==> config.mk <==
export PLATFORM = sky130hd
export DESIGN_NAME = anim_seq_ctrl
export DESIGN_NICKNAME = d
export VERILOG_FILES = /design/src/rtl/anim_seq_ctrl.sv
export SDC_FILE = /design/constraint.sdc
export NUM_CORES = 1
export LEC_CHECK = 0
export BUFFER_PORTS_ARGS = -buffer_cell sky130_fd_sc_hd__buf_2
export CORE_UTILIZATION = 30
export CTS_BUF_LIST = sky130_fd_sc_hd__clkbuf_4 sky130_fd_sc_hd__clkbuf_8
export DETAILED_ROUTE_END_ITERATION = 7
export PLACE_DENSITY = 0.5
export SETUP_SLACK_MARGIN = 0.5
export SLEW_MARGIN = 20
export SYNTH_ARGS = -nofsm -noshare
export SYNTH_HDL_FRONTEND = slang
export SYNTH_SLANG_ARGS = --single-unit
==> constraint.sdc <==
create_clock -name clk -period 2.98 [get_ports clk]
set_input_delay 0.298 -clock clk [delete_from_list [all_inputs] [get_ports clk]]
set_output_delay 0.298 -clock clk [all_outputs]
set_load 0.005 [all_outputs]
==> src/rtl/anim_seq_ctrl.sv <==
// anim_seq_ctrl: sprite animation sequencer for the VGA address generator.
// Converts joystick direction levels into an IDLE / WALK / STOP animation
// state machine and advances it once per video frame (rising edge of vsync),
// so frame_idx, is_moving and face_left only ever change during blanking.

module anim_seq_ctrl #(
    parameter int IDLE_FRAMES = 4,  // frames in the idle strip (1..8)
    parameter int WALK_FRAMES = 6,  // frames in the walk strip (1..8)
    parameter int IDLE_TICKS  = 8,  // vsync ticks per idle frame (1..16)
    parameter int WALK_TICKS  = 5,  // vsync ticks per walk frame (1..16)
    parameter int STOP_HOLD   = 3   // no-input ticks before walk drops to idle (1..16)
) (
    input  logic       clk,
    input  logic       rst_n,
    input  logic       vsync,
    input  logic       dir_left,
    input  logic       dir_right,
    input  logic       freeze,
    output logic [2:0] frame_idx,
    output logic       is_moving,
    output logic       face_left,
    output logic       frame_tick
);

    // Last legal value of each counter, pre-sized to the counter widths.
    localparam logic [2:0] IDLE_FLAST = 3'(IDLE_FRAMES - 1);
    localparam logic [2:0] WALK_FLAST = 3'(WALK_FRAMES - 1);
    localparam logic [3:0] IDLE_TLAST = 4'(IDLE_TICKS - 1);
    localparam logic [3:0] WALK_TLAST = 4'(WALK_TICKS - 1);
    localparam logic [3:0] HOLD_LAST  = 4'(STOP_HOLD - 1);

    // STOP is a walk-strip state that counts consecutive no-input ticks.
    typedef enum logic [1:0] {
        ST_IDLE = 2'd0,
        ST_WALK = 2'd1,
        ST_STOP = 2'd2
    } state_t;

    // Playback position inside the current strip.
    typedef struct packed {
        logic [2:0] frame;
        logic [3:0] tick;
    } pos_t;

    // One playback step: count ticks within a frame, then step the frame,
    // wrapping at the end of the strip.
    function automatic pos_t advance(input pos_t cur,
                                     input logic [2:0] flast,
                                     input logic [3:0] tlast);
        pos_t nxt;
        if (cur.tick == tlast) begin
            nxt.tick  = 4'd0;
            nxt.frame = (cur.frame == flast) ? 3'd0 : cur.frame + 3'd1;
        end else begin
            nxt.tick  = cur.tick + 4'd1;
            nxt.frame = cur.frame;
        end
        return nxt;
    endfunction

    // Synchroniser stages for the asynchronous joystick levels.
    logic left_meta, left_sync;
    logic right_meta, right_sync;

    // vsync edge detection.
    logic vsync_d;
    logic tick;

    // Animation state, current and next.
    state_t     state_q, state_d;
    pos_t       pos_q, pos_d;
    logic [3:0] hold_q, hold_d;
    logic       face_q, face_d;

    // Decoded direction and candidate playback steps.
    logic active;
    logic want_left;
    pos_t idle_step;
    pos_t walk_step;

    assign tick      = vsync & ~vsync_d;
    assign active    = left_sync ^ right_sync;
    assign want_left = left_sync;

    // Two-flop synchronisers bring dir_left / dir_right into the clk domain.
    // NOTE: every flop, synchroniser stages included, is cleared by the async
    // reset so the block comes up in a known state with no X propagation.
    always_ff @(posedge clk or negedge rst_n) begin
        if (!rst_n) begin
            left_meta  <= 1'b0;
            left_sync  <= 1'b0;
            right_meta <= 1'b0;
            right_sync <= 1'b0;
        end else begin
            // NOTE: non-blocking assignments let the second stage pick up the
            // first stage's old value, which is what makes this a two-flop chain.
            left_meta  <= dir_left;
            left_sync  <= left_meta;
            right_meta <= dir_right;
            right_sync <= right_meta;
        end
    end

    // Delayed vsync for edge detection and the registered frame_tick pulse;
    // vsync_d resets high so a vsync already high at release gives no tick.
    always_ff @(posedge clk or negedge rst_n) begin
        if (!rst_n) begin
            vsync_d    <= 1'b1;
            frame_tick <= 1'b0;
        end else begin
            vsync_d    <= vsync;
            frame_tick <= tick;
        end
    end

    // Animation state register; loads the next state on every clock, which
    // only differs from the current state on an unfrozen tick.
    always_ff @(posedge clk or negedge rst_n) begin
        if (!rst_n) begin
            state_q <= ST_IDLE;
            pos_q   <= '0;
            hold_q  <= 4'd0;
            face_q  <= 1'b0;
        end else begin
            state_q <= state_d;
            pos_q   <= pos_d;
            hold_q  <= hold_d;
            face_q  <= face_d;
        end
    end

    // Next-state logic: idle playback, walk entry, reversal and stop hysteresis.
    always_comb begin
        // NOTE: hold-current defaults assigned first keep every path fully
        // specified, so no latches are inferred for the untouched fields.
        state_d   = state_q;
        pos_d     = pos_q;
        hold_d    = hold_q;
        face_d    = face_q;
        idle_step = advance(pos_q, IDLE_FLAST, IDLE_TLAST);
        walk_step = advance(pos_q, WALK_FLAST, WALK_TLAST);

        if (tick && !freeze) begin
            unique case (state_q)
                ST_IDLE: begin
                    if (active) begin
                        // Strip change: restart the walk strip from frame 0.
                        state_d = ST_WALK;
                        pos_d   = '0;
                        face_d  = want_left;
                    end else begin
                        pos_d = idle_step;
                    end
                end

                ST_WALK: begin
                    if (active) begin
                        // A reversal only mirrors the sprite; playback continues.
                        face_d = want_left;
                        pos_d  = walk_step;
                    end else if (STOP_HOLD == 1) begin
                        state_d = ST_IDLE;
                        pos_d   = '0;
                    end else begin
                        state_d = ST_STOP;
                        hold_d  = 4'd1;
                        pos_d   = walk_step;
                    end
                end

                ST_STOP: begin
                    if (active) begin
                        // Re-press during hysteresis resumes walking in place.
                        state_d = ST_WALK;
                        hold_d  = 4'd0;
                        face_d  = want_left;
                        pos_d   = walk_step;
                    end else if (hold_q == HOLD_LAST) begin
                        state_d = ST_IDLE;
                        pos_d   = '0;
                        hold_d  = 4'd0;
                    end else begin
                        hold_d = hold_q + 4'd1;
                        pos_d  = walk_step;
                    end
                end

                default: begin
                    state_d = ST_IDLE;
                    pos_d   = '0;
                    hold_d  = 4'd0;
                end
            endcase
        end
    end

    assign frame_idx = pos_q.frame;
    assign is_moving = (state_q != ST_IDLE);
    assign face_left = face_q;

endmodule

# Word-level counts from Yosys, hierarchy flattened
# Index checks and enable logic that the tools add are counted.
[classes]
addsub = 3
eq_ne = 11
mux = 17
bitwise_logic = 4
n_reduce_logical = 9
[op_table]
columns = ["cell", "n"]
rows = [
  ["two-way mux 7 bit", 5],
  ["one-hot mux 7 bit (3 select lines)", 1],
  ["two-way mux 4 bit", 3],
  ["one-hot mux 4 bit (3 select lines)", 1],
  ["adder 4 x 1 -> 4 bit, second input constant", 2],
  ["== test 4 x 3 -> 1 bit, second input constant", 2],
  ["two-way mux 2 bit", 4],
  ["two-way mux 3 bit", 2],
  ["inequality test 3 bit, second input constant", 2],
  ["one-hot mux 2 bit (3 select lines)", 1],
  ["AND reduction 3 bit", 2],
  ["== test 4 x 2 -> 1 bit, second input constant", 1],
  ["inequality test 2 bit, second input constant", 2],
  ["AND reduction 4 bit", 1],
  ["adder 3 x 1 -> 3 bit, second input constant", 1],
  ["== test 3 x 2 -> 1 bit, second input constant", 1],
  ["== test 3 bit, second input constant", 1],
  ["OR reduction 3 bit", 1],
  ["== test 2 x 1 -> 1 bit, second input constant", 1],
  ["== test 2 bit, second input constant", 1],
  ["zero test 2 bit", 1],
  ["NOT 1 bit", 2],
  ["AND reduction 2 bit", 1],
  ["nonzero test 2 bit", 1],
  ["4 further kinds", 4],
]
[word_totals]
regBits = 20
in_bits = 6
out_inout_bits = 6
wordCells = 55

# Longest topological paths before layout
# Gate-level depths: netlist (run 1).
[depth]
word_depth = 6
mapped_depth = 6
depth_no_buf = 6

# Worst setup path before layout (run 1)
# Ideal clock, no wire load.
[synth_path]
path_type = "flip-flop to flip-flop"
startpoint = "reg state_q[1]"
endpoint = "reg pos_q, in the netlist frame_idx[2]"
setup_ns = 0.122
arrival_ns = 1.779
t_required_ns = 2.858
path_slack_ns = 1.080
stages_incl_launch_ff = 7
path_buffers = 0
period_less_slack_ns = 1.900
cell_sequence = "dfrtp_1 inv_1 ha_1 or4b_4 o22a_1 o2bb2ai_1 a32o_1"
[synth_between]
elab_chain_len = 3
word_cells_on_any_way = 6
cone_classes = "eq/ne (3); mux (1); reduce/logical (2)"
[synth_lines]
columns = ["item", "line", "text"]
rows = [
  ["from (decl)", "70", "state_t state_q, state_d;"],
  ["from (signal assigned)", "125", "state_q <= state_d;"],
  ["zero test 2 bit", "144", "unique case (state_q)"],
  ["inequality test 3 bit (no source line)", "n/a", ""],
  ["AND reduction 2 bit (no source line)", "n/a", ""],
  ["to (signal assigned)", "126", "pos_q <= pos_d;"],
  ["to (decl)", "71", "pos_t pos_q, pos_d;"],
]
# Parallel ways exist; a longest one is shown, timed or not.
# A chain may end at the register's enable or synchronous reset.

# Final worst setup path (run 1)
[layout_path]
startpoint = "reg state_q[0]"
endpoint = "reg pos_q, in the netlist frame_idx[1]"
# Same word-level chain as after synthesis.

==> results.md, run 1 <==
- Summed over all cells, the static leakage comes to between 0.0006 and 0.0007 uW.
- The cell row count is 22.
- The maximum number of buffers from clock root to sink is 2.
- The max-cap violation count is 0.
- The path with the worst hold slack has its endpoint at right_meta.
- The multi-input combinational cells in the finished layout cover a total of 654 sq um.
- The count of final setup violators is 0.
- The number of clock sinks is 20.
- The total number of H-tree levels is 1.
- For flop-to-flop paths, the worst setup slack is 0.87 ns.
- The root buffer selected by CTS is sky130_fd_sc_hd__clkbuf_8.
- The part of the power in combinational logic is 0.432.
- The clock edge transition at the registers on the reported setup and hold paths is ~0.07 ns.
- The filler cells instantiated in the layout total 395.
- The worst setup slack after layout is ~0.87 ns.
- The number of nets handed over by synthesis was 137.
- The global placement routability congestion is 0.759.
- Between clock sinks in the finished design, the worst skew comes to 0.00190 ns.
- The area growth from synthesis to layout is 12.1%.
- Excluding fillers, the count of instances in the completed layout stands at 178.
- The smallest clock period supported by the final layout is computed as 2.11 ns.
- The number of pins with negative max-slew slack in the final report is 0.
- Clock tree synthesis inserted a total of 3 buffers.
- The y dimension of the die is ~66 um.
- TritonCTS built the clock tree.
- The number of inserted diodes is 0.
- The mapped netlist covers about 0.0012 sq mm.
- The DRC violation count after routing is 0.
- A synthesized cell averages 10.4 sq um.
- The highest fanout seen on the critical path is 8.
- The worst hold path begins at dir_right.
- IR analysis of the VDD net gives a maximum drop of 0.321 mV.
- The count of vias placed by the detailed router is 959.
- After floorplanning, the core was sized to cover between 0.003 and 0.004 sq mm.
- Synthesis instantiated 43 different standard cells from the library.
- The worst-case reg-to-reg path depth is 4.
- Internal power comes to around 660 uW.
- The number of hold violations in the final report was 0.
- The final layout contains routed wiring with a total length of 2.37 mm.
- The number of antenna violations at the first check in global routing came to 0.
- In the final routed layout, each cell accounts on average for around 13 um.
- Setup repair after global routing left no endpoint under its margin.
- The number of top-level pins is 12.
- The ratio of cells with drive above 1 in the final layout is 0.192.
- Detailed placement ended at an HPWL of approximately 1.8 mm.
- After routing, the total negative slack on setup checks comes to 0 ns.
- The part of the cycle the worst path needs is 0.708.
- The element type at the critical path end is a flip-flop.
- In the global route stage, overall resource usage came out at 0.123.
- The proportion of synthesized chip area in sequential cells is 0.407.
- Data arrives at the worst endpoint at 2.25 ns.
- The placed instance count is approximately 170.
- The capturing point of the worst reg2reg path is frame_idx[1].
- Of the total power, the clock network draws 0.192.
- The net switching component of the power is 411 uW.
- Post-CTS timing repair inserted 0 buffers for setup.
- The slowest stage of the critical path belongs to the cell sky130_fd_sc_hd__nor4b_1.
- The initial core utilization is 0.324.
- The number of global-route vias before repair is 905.
- The worst register-to-register path begins at state_q[0].
- The first routing iteration left 37 violations.
- The worst setup slack before clock tree synthesis is 0.933 ns.
- The yosys synthesis warning count is 0.
- In this run the worst hold path is classified as in -> reg.
- The first detailed-routing pass ran for 4 iterations.
- During placement, the flow inserted port buffers numbering 11.
- The max-slew headroom at the worst pin is 0.420.
- The slew at the pin with the worst max-slew slack is 0.858 ns.
- The synthesized design contains 20 register bits.
- The via density per instance is 5.39.
- At the later pin of the worst-skew pair, clock insertion delay measures about 0.25 ns.
- The synthesized instance count is 119.
- Measured along the x axis, the die boundary spans 66.1 um.
- Along the worst hold path, the cell count comes to 1.
- The highest achievable clock rate is between 400 and 500 MHz.
- The maximum cell stage delay along the critical path is 0.79 ns.
- The remaining antenna violation count after routing is 0.
- The register area is 502 sq um.
- The type of the worst setup path is reg -> reg.
- Of the total power, the share spent switching nets is 0.385.
- The part of the total power dissipated in sequential elements is 0.376.
- The run finished with clean final reports.
- The worst setup path is launched from a flip-flop.
- The global-route wire length before repair is 4.17 mm.
- The die footprint is ~0.0044 sq mm.
- The critical path goes through ha_1 -> nor4b_1 -> nand2_1 -> o311ai_0.
- In this run the power density over the cells is 773 mW/mm^2.
- For this run, the post-layout net count is 149.
- After global routing the overflow that remains totals 0.
- Entering global routing, the biggest net connects 21 pins.
- The critical path data required time is 3.13 ns.
[cells by family (layout without fill, tap and decap cells)]
group           Yosys count  in the layout  synth area share
mux                       3              3            0.0274
xor+xnor                  2              2            0.0203
flops                    20             20             0.407
compound gates           34             34             0.209
buf+inv                  17             28            0.0619
simple gates             31             31             0.152
fa+ha+maj                12             12             0.122
[synth_stat cells, drive strengths merged]
| library cell | n | area share |
|---|---|---|
| nand2b | 2 | 0.010 |
| dfstp | 1 | 0.021 |
| ha | 12 | 0.12 |
| inv | 12 | 0.037 |
| nor3 | 2 | 0.0081 |
| nand3 | 7 | 0.028 |
| o311a | 1 | 0.0081 |
| and3b | 1 | 0.0071 |
| nor2 | 1 | 0.0030 |
| xor2 | 1 | 0.013 |
| a211oi | 1 | 0.010 |
| o311ai | 1 | 0.0071 |
| o2bb2ai | 2 | 0.014 |
| nor2b | 1 | 0.0051 |
| xnor2 | 1 | 0.0071 |
| dfrtp | 19 | 0.39 |
| a21o | 4 | 0.024 |
| a31o | 1 | 0.0071 |
| a32o | 1 | 0.0081 |
| and3 | 1 | 0.0051 |
| mux2 | 3 | 0.027 |
| o21ai | 3 | 0.012 |
| nand2 | 6 | 0.018 |
| a221oi | 1 | 0.0071 |
| or3b | 3 | 0.021 |
| or3 | 1 | 0.0051 |
| or4b | 1 | 0.011 |
| nand4 | 2 | 0.010 |
| o31ai | 2 | 0.012 |
| a2111oi | 2 | 0.014 |
| a22o | 1 | 0.0071 |
| o22ai | 3 | 0.015 |
| a21oi | 7 | 0.028 |
| buf | 4 | 0.022 |
| clkbuf | 1 | 0.0030 |
| a2bb2oi | 1 | 0.0071 |
| nand3b | 2 | 0.012 |
| o221ai | 1 | 0.012 |
| a32oi | 1 | 0.0071 |
| o22a | 1 | 0.0071 |
| nor4b | 1 | 0.0071 |
[power by group through the flow]
stage / combinational [uW] / sequential [uW] / clock, uW
6_report: 461 / 401 / 206
5_1_grt: 524 / 416 / 228
4_1_cts: 464 / 401 / 211
3_5_place_dp: 462 / 407 / 0
3_3_place_gp: 460 / 404 / 0
2_1_floorplan: 364 / 392 / 0
[cell type report]
cell class                 count  share of cell area
clock buffer                   4              0.0399
inverter                      12              0.0326
multi-input combinational     82               0.474
sequential                    20               0.363
tap                           48              0.0435
timing repair buffer          12              0.0471
[how the worst max path moves through the flow]
stage,from,endpoint,slack [ns],cells past startpoint
finish,state_q[0],frame_idx[1],0.87,4
global route,state_q[0],frame_idx[1],0.68,4
CTS,state_q[0],frame_idx[1],0.92,4
detailed placement,state_q[0],frame_idx[1],0.93,4
global placement,state_q[1],frame_idx[2],1.02,6
floorplan,state_q[1],frame_idx[2],1.08,6
[layer usage]
layer,up-vias,track usage,share of wire
met5,-,0,0
met4,0,0.0346,0.0051
met3,2,0.0259,0.049
met2,26,0.202,0.45
met1,468,0.164,0.49
li1,463,-,-
[flip-flops by register name, indices dropped and copies added, names as in the netlist]
register	cells
left_sync	1
left_meta	1
frame_tick	1
vsync_d	1
face_left	1
state_q	2
pos_q	4
hold_q	4
right_meta	1
frame_idx	3
right_sync	1
[metrics by stage]
stage | total power, uW | instance area [sq um] | util | hold WS, ns
after floorplan | 756 | 1230 | - | 0.00241
after detailed placement | 869 | 1320 | 0.347 | 0.277
final | 1070 | 1380 | 0.364 | 0.144
after global routing | 1170 | 1380 | 0.364 | 0.131
after global placement | 864 | 1320 | 0.347 | 0.272
after CTS | 1080 | 1380 | 0.364 | 0.140
[cell usage in the layout, fill, tap and decap left out, drive strengths merged, types with 2 or more instances in the layout]
cell type / Yosys / final
a2111oi: 2 / 2
a21o: 4 / 4
a21oi: 7 / 7
buf: 4 / 11
clkbuf: 1 / 4
dfrtp: 19 / 19
ha: 12 / 12
inv: 12 / 12
mux2: 3 / 3
nand2: 6 / 6
nand2b: 2 / 2
nand3: 7 / 7
nand3b: 2 / 2
nand4: 2 / 2
nor3: 2 / 2
o21ai: 3 / 3
o22ai: 3 / 3
o2bb2ai: 2 / 2
o31ai: 2 / 2
or3b: 3 / 3
[worst max-delay path: cells and delay by family, from the launching register on]
| family | cells | cell delay, ns |
|---|---|---|
| flops | 1 | 0.42 |
| fa+ha+maj | 1 | 0.31 |
| compound gates | 1 | 0.33 |
| simple gates | 2 | 0.94 |
[repair_timing]
| item | CTS | global route |
|---|---|---|
| gates resized for setup | 0 | 0 |
| hold buffers | 1 | 0 |
| hold endpoints to repair | 19 | 0 |
Note: power is estimated with default switching activity, not from simulation.
==> inputs of run 2 (changes only) <==
- ABC_AREA: default -> 1
- clock period: 2.98 -> 2.1 ns (I/O delays scaled with it)
==> results.md, run 2 <==
- The number of hold violations in the final report is 0.
- The worst endpoint data arrival time is ~1.2 ns.
- The capturing point of the worst reg2reg path is frame_idx[2].
- The top cell types in the final layout, fill and taps aside, are 35 x sky130_fd_sc_hd__nand2_1, 19 x sky130_fd_sc_hd__inv_1, 19 x sky130_fd_sc_hd__dfrtp_1.
- The run finished with clean final reports.
- Pin placement for this block handled 12 I/O pins.
- The global-route wire length before repair is 4.22 mm.
- Along the worst hold path, the cell count comes to 1.
- Across all setup checks in the final design, the least slack found is 0.655 ns.
- The number of pins with negative max-slew slack in the final report is 0.
- The worst min-delay path class is in -> reg.
- The multi-input combinational cells in the finished layout cover a total of about 660 sq um.
- The total nets after synthesis is 166.
- The number of inserted diodes is 0.
- The worst setup path is captured at an output port.
- The most common cell in the synthesized netlist is sky130_fd_sc_hd__nand2_1.
- Setup violations remaining at the end of the flow were counted as 0.
- TritonCTS built the clock tree.
- In this run the vertical extent of the chip is 67.2 um.
- The worst voltage drop across the vdd grid is 0.388 mV.
- After clock tree synthesis, the setup repair step added 0 buffers.
- The number of global-route vias before repair is around 980.
- Counting the fill cells in the layout gives 405.
- The global placement routability congestion is between 0.7 and 0.8.
- The ratio of cells with drive above 1 in the final layout is 0.236.
- The highest achievable clock rate is approximately 690 MHz.
- The worst-case clock skew is 0.00571 ns.
- The accumulated negative setup slack is 0 ns.
- For this run the aggregate overflow at the end of global routing stands at 0.
- Of the post-synthesis cell area, the dominant cell type holds 0.373.
- Of the available clock period, the critical path in the final layout requires 0.688.
- For hold timing, the worst endpoint is vsync_d.
- The max-cap violation count is 0.
- The total routing resource utilization after global routing is 0.126.
- The count of nets left with antenna violations once routing finished came out at 0.
- The area of the core is 0.00403 sq mm.
- The die covers 0.00451 sq mm.
- CTS built an H-tree with a depth of 1.
- The max-slew headroom at the worst pin is 0.679.
- The number of antenna violations at the first check in global routing came to 0.
- Of the total power, the share spent switching nets is 0.413.
- The worst hold slack is 0.0557 ns.
- Counting I/O delays and the setup requirement, the final critical path takes 1.45 ns.
- After detailed routing, the average wire length per cell comes to 11.1 um.
- The part of the power in combinational logic is 0.431.
- Buffers inserted during clock tree synthesis total 3.
- The routed wire length is 2.33 mm.
- Counting instances in the post-synthesis netlist gives the leading cell types as 35 x sky130_fd_sc_hd__nand2_1, 20 x sky130_fd_sc_hd__inv_1, 19 x sky130_fd_sc_hd__dfrtp_1.
- During synthesis, Yosys emitted a total of 0 warnings.
- In the synthesized netlist, the number of instances is around 150.
- The post-synthesis average cell area is 8.61 sq um.
- The register area is ~500 sq um.
- The initial utilization of the core area, before any placement, comes to 0.316.
- The layout-stage area growth over the synthesis result is 12.6%.
- The worst-case reg-to-reg path depth is 8.
- Setup repair after global routing left no endpoint under its margin.
- The clock network latency to the later pin of the worst-skew pair is 0.26 ns.
- For the pin with the worst max-slew slack, the measured transition is 0.482 ns.
- The design draws 1480 uW.
- The tree is rooted in a sky130_fd_sc_hd__clkbuf_8.
- Before antenna repair, the detailed router went through 4 iterations.
- Entering global routing, the biggest net connects 21 pins.
- The number of nets in the layout is 180.
- Row generation in the floorplan step produced 23 rows.
- The critical path data required time is 1.89 ns.
- The DRC violation count after routing is 0.
- The dominant cell type by area after synthesis is sky130_fd_sc_hd__dfrtp_1.
- The leading cell type in the layout, fill and taps excluded is sky130_fd_sc_hd__nand2_1.
- The part of the total power dissipated in sequential elements is 0.371.
- After synthesis, the cell types taking the most area are sky130_fd_sc_hd__dfrtp_1 37%, sky130_fd_sc_hd__ha_1 12%, sky130_fd_sc_hd__nand2_1 10%.
- The proportion of synthesized chip area in sequential cells is 0.394.
- The detailed placer's ending HPWL is 1.84 mm.
- The leakage component of the power is 0.000761 uW.
- The number of distinct standard cells referenced by the synthesized netlist is 28.
- The launch instance of the worst min-delay path is vsync.
- After synthesis, the share of flip-flops with an asynchronous set or reset is 1.00.
- The via density per instance is 4.49.
- For this block, the initial DRC count from the detailed router was 49.
- The launch point of the worst reg-to-reg path is pos_q[0].
- In this run the power spent charging and discharging nets is between 600 and 700 uW.
- The number of clock sinks is 20.
- Port buffering added 11 buffers.
- At the placement stage, the worst setup path has a slack of 0.609 ns.
- The mapped netlist covers 0.00127 sq mm.
- The power density over the cells is 1030 mW/mm^2.
- The type of the worst setup path is reg -> out.
- Synthesis inferred 20 register bits.
- The width of the chip is around 67 um.
- The startpoint type of the worst setup path is a flip-flop.
- The highest fanout seen on the critical path is 4.
- The clock edge transition at the registers on the reported setup and hold paths is roughly 0.080 ns.
- The top flip-flop cell by instance count after synthesis is sky130_fd_sc_hd__dfrtp_1.
- Internal power comes to 870 uW.
- The utilization after layout is 0.356.
- The count of vias placed by the detailed router is 947.
- The internal reg-to-reg setup slack is 0.66 ns.
- The maximum number of buffers from clock root to sink is 2.
- The proportion of power drawn by the clock network is 0.198.
- Counting flops with a built-in enable in the synthesized netlist gives 0.
## run 2: cell count changes after synthesis, moves of 4 or more
cell | before | now
sky130_fd_sc_hd__nand2_2 | 0 | 4
sky130_fd_sc_hd__nor2_1 | 1 | 7
sky130_fd_sc_hd__nand2_1 | 6 | 35
sky130_fd_sc_hd__nand2_4 | 0 | 4
sky130_fd_sc_hd__a21o_1 | 4 | 0
sky130_fd_sc_hd__inv_1 | 12 | 20
## run 2: per-layer routing
metal | up-vias | part of all wire | track usage | wire [um]
met5 | - | 0 | 0 | 0
met4 | 0 | 0.013 | 0.0479 | 30
met3 | 4 | 0.018 | 0.0203 | 41
met2 | 7 | 0.50 | 0.219 | 1160
met1 | 451 | 0.47 | 0.154 | 1100
li1 | 485 | - | - | -
## run 2: how the worst max path moves through the flow
| stage | cells past startpoint | slack (ns) | end | from |
|---|---|---|---|---|
| floorplan | 10 | 0.72 | frame_idx[1] | state_q[0] |
| global placement | 10 | 0.63 | frame_idx[1] | state_q[0] |
| detailed placement | 10 | 0.61 | frame_idx[1] | state_q[0] |
| CTS | 4 | 0.54 | is_moving | state_q[0] |
| global route | 8 | 0.51 | frame_idx[2] | pos_q[0] |
| finish | 4 | 0.65 | is_moving | state_q[0] |
## run 2: critical path: stages (launching register included)
cell                      delay (ns)
sky130_fd_sc_hd__dfrtp_1        0.40
sky130_fd_sc_hd__inv_1          0.08
sky130_fd_sc_hd__ha_1           0.20
sky130_fd_sc_hd__inv_2          0.15
sky130_fd_sc_hd__buf_2          0.15
## run 2: kinds of logic (layout without fill, tap and decap cells)
family / count (synthesis) / in the layout / synth area share
flops: 20 / 20 / 0.394
xor+xnor: 3 / 3 / 0.0206
simple gates: 69 / 69 / 0.287
compound gates: 18 / 18 / 0.0923
buf+inv: 26 / 39 / 0.0893
fa+ha+maj: 12 / 12 / 0.118
## run 2: per-stage QoR
stage | std cells | cell area [sq um]
floorplan | 148 | 1270
global placement | 206 | 1370
detailed placement | 206 | 1370
CTS | 211 | 1440
global route | 211 | 1440
finish | 211 | 1440
## run 2: area by class of cell
type	count	share of cell area
multi-input combinational	102	0.459
sequential	20	0.350
inverter	23	0.0636
timing repair buffer	12	0.0453
tap	50	0.0436
clock buffer	4	0.0384
## run 2: what timing repair did
item                                    in CTS  in global routing
resized for setup                            0                  1
endpoints found under the hold margin       19                  0
endpoints found under the setup margin       0                  5
hold buffers                                 1                  0
## run 2: power by group through the flow
stage	clock (uW)	sequential (uW)	combinational, uW
4_1_cts	302	550	645
5_1_grt	323	565	746
3_5_place_dp	0	557	641
6_report	293	550	639
2_1_floorplan	0	539	507
3_3_place_gp	0	553	620
